**src/rtl/mem_read_arbiter_pkg.sv**
```systemverilog
// mem_read_arbiter_pkg: shared sizes and the read-tag payload for the packet-memory read arbiter.
// Values mirror the switch, rx/tx and memory packages of the surrounding design.
package mem_read_arbiter_pkg;

    localparam int unsigned ADDR_W         = 8;
    localparam int unsigned BLOCK_BYTES    = 4;
    localparam int unsigned DATA_WIDTH     = 8;
    localparam int unsigned NUM_PORTS      = 4;
    localparam int unsigned MEM_RD_LATENCY = 1;

    localparam int unsigned PORT_ID_W      = $clog2(NUM_PORTS);

    // One in-flight read: travels alongside the memory access to steer returned data.
    typedef struct packed {
        logic                 valid;
        logic [PORT_ID_W-1:0] id;
    } rd_tag_t;

endpackage

```
**src/rtl/rr_arbiter.sv**
```systemverilog
// rr_arbiter: combinational round-robin picker; the search starts at ptr_i and wraps at N-1.
module rr_arbiter #(
    parameter int unsigned N     = 4,
    parameter int unsigned IDX_W = $clog2(N)
) (
    input  logic [N-1:0]     elig_i,
    input  logic [IDX_W-1:0] ptr_i,
    output logic             gnt_valid_o,
    output logic [IDX_W-1:0] gnt_idx_o
);

    logic [IDX_W-1:0] idx;

    // Walk the eligibility vector from the pointer and take the first hit.
    always_comb begin
        gnt_valid_o = 1'b0;
        gnt_idx_o   = '0;
        idx         = ptr_i;
        for (int unsigned i = 0; i < N; i++) begin
            if (!gnt_valid_o && elig_i[idx]) begin
                gnt_valid_o = 1'b1;
                gnt_idx_o   = idx;
            end
            idx = (idx == IDX_W'(N - 1)) ? '0 : idx + 1'b1;
        end
    end

endmodule

```
**src/rtl/mem_read_arbiter.sv**
```systemverilog
// mem_read_arbiter: shares the packet-memory read port among NUM_PORTS requesters,
// one read per cycle, round-robin, with returned data steered back by a tag pipeline.
// Config macro MEM_RD_ARB_OUT_REG_EN: registers req_rvalid_o/req_rdata_o (one extra cycle).
module mem_read_arbiter #(
    parameter int unsigned ADDR_W         = mem_read_arbiter_pkg::ADDR_W,
    parameter int unsigned BLOCK_BYTES    = mem_read_arbiter_pkg::BLOCK_BYTES,
    parameter int unsigned DATA_WIDTH     = mem_read_arbiter_pkg::DATA_WIDTH,
    parameter int unsigned NUM_PORTS      = mem_read_arbiter_pkg::NUM_PORTS,
    parameter int unsigned MEM_RD_LATENCY = mem_read_arbiter_pkg::MEM_RD_LATENCY
) (
    input  logic                                switch_clk,
    input  logic                                switch_rst_n,
    input  logic [NUM_PORTS-1:0]                req_re_i,
    input  logic [ADDR_W-1:0]                   req_addr_i  [NUM_PORTS],
    output logic [NUM_PORTS-1:0]                req_rvalid_o,
    output logic [BLOCK_BYTES*DATA_WIDTH-1:0]   req_rdata_o [NUM_PORTS],
    output logic                                mem_re_o,
    output logic [ADDR_W-1:0]                   mem_raddr_o,
    input  logic [BLOCK_BYTES*DATA_WIDTH-1:0]   mem_rdata_i
);

    import mem_read_arbiter_pkg::*;

    localparam int unsigned ID_W     = $clog2(NUM_PORTS);
    localparam int unsigned TAG_ID_W = $bits(rd_tag_t) - 1;
    localparam int unsigned BLOCK_W  = BLOCK_BYTES * DATA_WIDTH;

    logic [NUM_PORTS-1:0] busy_q, busy_d;
    logic [NUM_PORTS-1:0] elig_c;
    logic [NUM_PORTS-1:0] rvalid_c;
    logic [NUM_PORTS-1:0] done_c;
    logic [ID_W-1:0]      rr_ptr_q, rr_ptr_d;
    logic [ID_W-1:0]      issue_id_q, issue_id_d;
    logic [ID_W-1:0]      gnt_idx_c;
    logic                 gnt_valid_c;
    logic                 mem_re_q, mem_re_d;
    logic [ADDR_W-1:0]    mem_raddr_q, mem_raddr_d;
    rd_tag_t              pipe_q [MEM_RD_LATENCY];
    rd_tag_t              pipe_d [MEM_RD_LATENCY];
    rd_tag_t              tag_out_c;
    logic [BLOCK_W-1:0]   rdata_c [NUM_PORTS];

    // A port already holding an unreturned read is not offered again until its rvalid cycle ends.
    assign elig_c    = req_re_i & ~busy_q;
    assign tag_out_c = pipe_q[MEM_RD_LATENCY-1];

    rr_arbiter #(
        .N     (NUM_PORTS),
        .IDX_W (ID_W)
    ) u_rr_arbiter (
        .elig_i      (elig_c),
        .ptr_i       (rr_ptr_q),
        .gnt_valid_o (gnt_valid_c),
        .gnt_idx_o   (gnt_idx_c)
    );

    // Steer the returning memory data to the port named by the tag; all others see zero.
    always_comb begin
        rvalid_c = '0;
        for (int unsigned p = 0; p < NUM_PORTS; p++) begin
            rdata_c[p] = '0;
            if (tag_out_c.valid && (tag_out_c.id == TAG_ID_W'(p))) begin
                rvalid_c[p] = 1'b1;
                rdata_c[p]  = mem_rdata_i;
            end
        end
    end

`ifdef MEM_RD_ARB_OUT_REG_EN
    logic [NUM_PORTS-1:0] rvalid_q;
    logic [BLOCK_W-1:0]   rdata_q [NUM_PORTS];

    // Output register stage for the returned beats.
    always_ff @(posedge switch_clk or negedge switch_rst_n) begin
        if (!switch_rst_n) begin
            rvalid_q <= '0;
            for (int unsigned p = 0; p < NUM_PORTS; p++) begin
                rdata_q[p] <= '0;
            end
        end else begin
            rvalid_q <= rvalid_c;
            rdata_q  <= rdata_c;
        end
    end

    assign done_c       = rvalid_q;
    assign req_rvalid_o = rvalid_q;
    assign req_rdata_o  = rdata_q;
`else
    assign done_c       = rvalid_c;
    assign req_rvalid_o = rvalid_c;
    assign req_rdata_o  = rdata_c;
`endif

    // Grant, pointer advance, issue and tag-shift next-state.
    always_comb begin
        busy_d      = busy_q & ~done_c;
        rr_ptr_d    = rr_ptr_q;
        mem_re_d    = 1'b0;
        mem_raddr_d = mem_raddr_q;
        issue_id_d  = issue_id_q;
        if (gnt_valid_c) begin
            busy_d[gnt_idx_c] = 1'b1;
            rr_ptr_d          = (gnt_idx_c == ID_W'(NUM_PORTS - 1)) ? '0 : gnt_idx_c + 1'b1;
            mem_re_d          = 1'b1;
            mem_raddr_d       = req_addr_i[gnt_idx_c];
            issue_id_d        = gnt_idx_c;
        end
        pipe_d[0].valid = mem_re_q;
        pipe_d[0].id    = TAG_ID_W'(issue_id_q);
        for (int unsigned i = 1; i < MEM_RD_LATENCY; i++) begin
            pipe_d[i] = pipe_q[i-1];
        end
    end

    // State registers; reset discards anything in flight.
    always_ff @(posedge switch_clk or negedge switch_rst_n) begin
        if (!switch_rst_n) begin
            busy_q      <= '0;
            rr_ptr_q    <= '0;
            mem_re_q    <= 1'b0;
            mem_raddr_q <= '0;
            issue_id_q  <= '0;
            for (int unsigned i = 0; i < MEM_RD_LATENCY; i++) begin
                pipe_q[i] <= '0;
            end
        end else begin
            busy_q      <= busy_d;
            rr_ptr_q    <= rr_ptr_d;
            mem_re_q    <= mem_re_d;
            mem_raddr_q <= mem_raddr_d;
            issue_id_q  <= issue_id_d;
            pipe_q      <= pipe_d;
        end
    end

    assign mem_re_o    = mem_re_q;
    assign mem_raddr_o = mem_raddr_q;

endmodule

```
**config.mk**
```make
export PLATFORM = sky130hd
export DESIGN_NAME = mem_read_arbiter
export DESIGN_NICKNAME = d
export VERILOG_FILES = /design/src/rtl/mem_read_arbiter_pkg.sv /design/src/rtl/rr_arbiter.sv /design/src/rtl/mem_read_arbiter.sv
export SDC_FILE = /design/constraint.sdc
export NUM_CORES = 1
export LEC_CHECK = 0
export ABC_AREA = 1
export CAP_MARGIN = 0
export CORE_ASPECT_RATIO = 0.8
export CORE_UTILIZATION = 33
export DETAILED_ROUTE_END_ITERATION = 6
export PLACE_DENSITY = 0.87
export SLEW_MARGIN = 20
export SYNTH_ARGS = -nofsm -noshare
export SYNTH_HDL_FRONTEND = slang
export SYNTH_SLANG_ARGS = --single-unit
```
**constraint.sdc**
```tcl
create_clock -name switch_clk -period 3.65 [get_ports switch_clk]
set_clock_uncertainty 0.05 [all_clocks]
set_input_delay 0.73 -clock switch_clk [delete_from_list [all_inputs] [get_ports switch_clk]]
set_output_delay 0.73 -clock switch_clk [all_outputs]
set_load 0.01 [all_outputs]
```
## Word-level counts from Yosys, hierarchy flattened

Index checks and enable logic that the tools add are counted.

- Add/subtract/negate cells: 4
- Order comparisons: 7
- Equality and inequality tests: 7
- Multiplexer cells: 35
- Bitwise logic cells: 6
- Reduce and logical (&&, ||, !) cells: 12

Operators by type and width:

| kind | count |
|---|---|
| 32-bit 2-to-1 mux | 4 |
| 8-bit binary-select mux with 2-bit select | 1 |
| 2-bit 2-to-1 mux | 8 |
| 8-bit 2-to-1 mux | 2 |
| 2-bit by 3-bit < comparator with 1-bit output, second input constant | 5 |
| 1-bit 2-to-1 mux | 14 |
| 2-bit equality test, second input constant | 6 |
| 2-bit by 1-bit adder with 2-bit output, second input constant | 4 |
| 4-bit bitwise AND | 2 |
| 1-bit binary-select mux with 2-bit select | 4 |
| 1-bit logical AND | 8 |
| 4-bit inverter | 2 |
| 4-bit 2-to-1 mux | 1 |
| 4-bit OR | 1 |
| 3-bit >= comparator, second input constant | 1 |
| 1-bit zero test | 3 |
| 2-bit inverter with 3-bit output | 1 |
| 1-bit demux with 2-bit select | 1 |
| 2-bit by 1-bit equality test with 1-bit output, second input constant | 1 |
| 2-bit by 1-bit >= comparator with 1-bit output, second input constant | 1 |
| 2-bit zero test | 1 |

- Flip-flop bits (word level): 20
- Input bits: 70

## Depth between registers and ports, before layout

- Word-level depth: 20
- Depth in mapped cells: 18

## Modules after synthesis

Synthesis repeated with hierarchy kept, for this count alone.

- Cells, all modules: 409
- Area, all modules: 2309.7 um^2

Modules (own cells, without submodules):

| module | instances | cells an instance | area each (um^2) | sequential area each (um^2) |
|---|---|---|---|---|
| mem_read_arbiter | 1 | 349 | 1989.4 | 500.5 |
| rr_arbiter | 1 | 60 | 320.3 | 0.0 |

## Worst setup path before layout

No wires, ideal clock.

- Path type: register to register
- From: register rr_ptr_q[0]
- To: register rr_ptr_q[1]
- Setup time: 0.121 ns
- Arrival time: 2.162 ns
- Required time: 3.479 ns
- Path slack: 1.317 ns
- Cell stages (with the launch flop): 15
- Path buffers: 0
- Period minus slack after synthesis: 2.333 ns
- Cell sequence: dfrtp_1 > ha_1 > inv_1 > nand2_1 > nand2_1 > nand2_1 > nand2_2 > inv_2 > nor2_2 > nand2_1 > a21oi_4 > inv_4 > ha_1 > nand2_1 > o21ai_1

- Cells in the longest elaborated chain, start to end: 14
- Elaborated cells between the ends (all ways): 34
- Those cells by class: 4 x add/sub; 4 x eq/ne; 20 x mux; 6 x reduce/logical

Ends and longest elaborated chain:

| item | RTL line | RTL |
|---|---|---|
| start, declared | mem_read_arbiter.sv:32 | `logic [ID_W-1:0] rr_ptr_q, rr_ptr_d;` |
| start signal, assigned | mem_read_arbiter.sv:129 | `rr_ptr_q <= rr_ptr_d;` |
| branches (longest 11 deep; another with 2-bit by 1-bit adder with 2-bit output) | - |  |
| 2-bit 2-to-1 mux * | rr_arbiter.sv:20 | `if (!gnt_valid_o && elig_i[idx]) begin` |
| named net gnt_idx_c[1] | mem_read_arbiter.sv:34 | `logic [ID_W-1:0] gnt_idx_c;` |
| 2-bit by 1-bit adder with 2-bit output or 2-bit equality test (tied branches) | mem_read_arbiter.sv:104 | `rr_ptr_d = (gnt_idx_c == ID_W'(NUM_PORTS - 1)) ? '0 : gnt_idx_c + 1'b1;` |
| 2-bit 2-to-1 mux * | mem_read_arbiter.sv:104 |  |

Mark *: on every way through the listed nets, which the timed path passes. The select of a mux whose other input is x is not followed.
A chain may end at the register's enable or synchronous reset.

==> out/qor.txt <==
Status -> finished, final reports clean
Vias in the first global route -> 2877
Slew headroom -> 30.42%
H-tree Lvls -> 1
Gpl congestion -> 0.9837
Number of buffers created by CTS -> 3
Global-route wire length before repair -> 13.91 mm
Post-Place Cells -> 701
Power density over cell area -> 236.7 nW/µm²
# Post-CTS Setup Buffers -> 0
RR Endpoint -> busy_q[0]
End point of the critical path -> req_rdata_o[90]
DRC viols -> 0
Clk sinks -> 20
M1 GR Usage -> 30.13%
Crit path top cell by count -> inv_1
Setup CP Type -> register to output port
FF-to-FF Start -> rr_ptr_q[0]
# diodes -> 0
Final setup TNS -> 0 ns
Wire per inst -> 13.64 µm
Seq pwr share -> 29.5%
Commonest cells after routing, fill and taps aside -> clkdlybuf4s50_1, nor2_1, inv_1
Reg2Reg Depth -> 14
Hold-fix buffer count after cts -> 0
Layout cells sized above 1 -> 3.221%
Post-Syn Area -> 2202 µm²
Die Ht -> 75.07 µm
Critical path startpoint -> pipe_q[0]
Slowest CP cell -> clkdlybuf4s50_1
Fin crit share -> 89.39%
CP Depth -> 5
Clock transition at the registers of the reported paths -> 0.07 ns
DP HPWL -> 7.825 mm
Synth Instances -> 423
Register area share after synthesis -> 22.73%
GRT Total Usage -> 25.11%
Die Width -> 93.33 µm
Initial Utilization -> 34.36%
Core area -> 6409 µm²
NumNets Final -> 697
Worst slew pin tran -> 1.043 ns
Gr ovfl total -> 0
Clk_lat worst skew -> 0.25 ns
Hold Crit Class -> register to register
Via Count -> 3294
Yosys warning count -> 0
Switching Share -> 36.35%
TritonCTS clock tree -> done
Number of port buffers -> 210
Commonest non-fill, non-tap cell in the layout -> clkdlybuf4s50_1
Cell leakage power -> 2.175 nW
GRT Max-Usage Layer -> met2
Root buf cell -> clkbuf_8
Worst Path Max Fanout -> 32
R2r setup slk -> 0.75 ns
Total internal power -> 0.0006623 W
Psw -> 0.0003782 W
Worst Setup Start Kind -> register
Fmax -> 306.5 MHz
# IOs -> 211
Clock Power Share -> 15.9%
Worst VDD drop -> 402.5 µV
Mapped Avg Cell Area -> 5.206 µm²
Area delta synth->final -> 99.66%
DRT Wirelength -> 9.615 mm
WP data required -> 2.87 ns
Clock buffer depth -> 2
RSZ-0062 raised after global routing -> no
Global Route met3 Usage -> 4.747%
Delay-heaviest family, CP -> buffers and inverters
Antenna violations before repair -> 0
Crit path DAT -> 2.48 ns
DR pass1 iterations -> 5
Comb power frac -> 54.6%
Setup Viol. Count Final -> 0
FF+latch count, synth -> 20
Post-route insts no fill -> 705
Largest net degree at the start of global routing -> 33
Buf+Inv Stages, Crit Path -> 3
DRT antenna net count -> 0
Max Cap Viol -> 0
Post-layout minimum cycle time -> 3.263 ns
Vias per cell -> 4.672
Worst path max stage delay -> 0.60 ns
Max-slew violation count -> 0
Initial DRC Count -> 186
Die Area -> 7006 µm²
Fin. Hold Viols -> 0
Worst Setup End Kind -> output port
Distinct cell type count after synthesis -> 21
Post_cts resized -> 0
Cell chain of the critical path -> inv_1 > nor3_1 > inv_1 > nor2_1 > clkdlybuf4s50_1
Met2 Usage GRT -> 47.22%
Mapped Nets -> 498
# rows -> 26
## power by group through the flow
stage / Clock [W] / Sequential, W / Combinational, W
finish: 0.000166 / 0.000307 / 0.000568
CTS: 0.000170 / 0.000307 / 0.000570
global route: 0.000180 / 0.000314 / 0.000619
detailed placement: 0 / 0.000308 / 0.000567
floorplan: 0 / 0.000325 / 0.000214
global placement: 0 / 0.000311 / 0.000553
## cells by family (layout without fill, tap and decap cells)
logic type	after synthesis	in the layout	synth area share, %
AOI/OAI and AO/OA	10	10	2.784
and+or+nand+nor	286	286	53.64
buffers and inverters	102	300	18.01
adders and majority gates	5	5	2.841
DFF	20	20	22.73
## how the worst min path moves through the flow
stage                  startpoint  slack (ns)  cells past startpoint         to
floorplan           issue_id_q[0]        0.30                      0  pipe_q[0]
global placement         mem_re_o        0.31                      0  pipe_q[2]
detailed placement  issue_id_q[0]        0.31                      0  pipe_q[0]
CTS                 issue_id_q[0]        0.33                      0  pipe_q[0]
global route        issue_id_q[0]        0.35                      0  pipe_q[0]
finish              issue_id_q[0]        0.33                      0  pipe_q[0]
## area by class of cell
cell class	count	area [µm²]
Sequential cell	20	500.5
Inverter	85	321.6
Tap cell	84	105.1
Fill cell	531	2012
Timing Repair Buffer	211	2110
Multi-Input combinational cell	301	1305
Clock buffer	4	55.05
## state kept, by name, summed over array words and instances, names as in the netlist
register / count
issue_id_q: 2
rr_ptr_q: 2
pipe_q: 3
busy_q: 4
mem_raddr_o: 8
mem_re_o: 1
## per-stage QoR
stage	hold WS, ns	util (%)	total power (W)	cell area (µm²)	setup WS (ns)
after floorplan	0.3040	-	0.0005389	2202	1.317
after global placement	0.3089	67.75	0.0008646	4342	0.6581
after detailed placement	0.3109	67.75	0.0008746	4342	0.4687
after CTS	0.3305	68.61	0.001046	4397	0.3612
after global routing	0.3537	68.61	0.001113	4397	0.1916
final	0.3299	68.61	0.001041	4397	0.3873
## per-layer routing
metal	part of all wire, %	wire, µm
met4	2.2	216
met1	40	3819
met5	0	0
met2	51	4919
met3	6.9	659
## synthesized netlist by cell type
| master | number | area (µm²) |
|---|---|---|
| nand3_1 | 55 | 275.3 |
| nor2_1 | 135 | 506.7 |
| or2_1 | 1 | 6.260 |
| nand4_1 | 1 | 6.260 |
| a21oi_1 | 3 | 15.01 |
| nor2_2 | 3 | 18.77 |
| o21ai_1 | 3 | 15.01 |
| inv_2 | 3 | 11.26 |
| nand2_1 | 80 | 300.3 |
| clkbuf_1 | 12 | 45.04 |
| buf_2 | 3 | 15.01 |
| nor3_1 | 4 | 20.02 |
| nand3_2 | 1 | 10.01 |
| buf_4 | 2 | 15.01 |
| ha_1 | 5 | 62.56 |
| a21oi_4 | 1 | 16.27 |
| dfrtp_1 | 20 | 500.5 |
| inv_1 | 81 | 304.0 |
| nand2_2 | 6 | 37.54 |
| inv_4 | 1 | 6.260 |
| o21ai_0 | 3 | 15.01 |
## worst register-to-register path: cells and delay by family (launching register included)
kind / cells / cell delay (ns)
and+or+nand+nor: 10 / 1.55
adders and majority gates: 2 / 0.48
DFF: 1 / 0.47
buffers and inverters: 1 / 0.14
AOI/OAI and AO/OA: 1 / 0.08
Note: power is estimated with default switching activity, not from simulation.
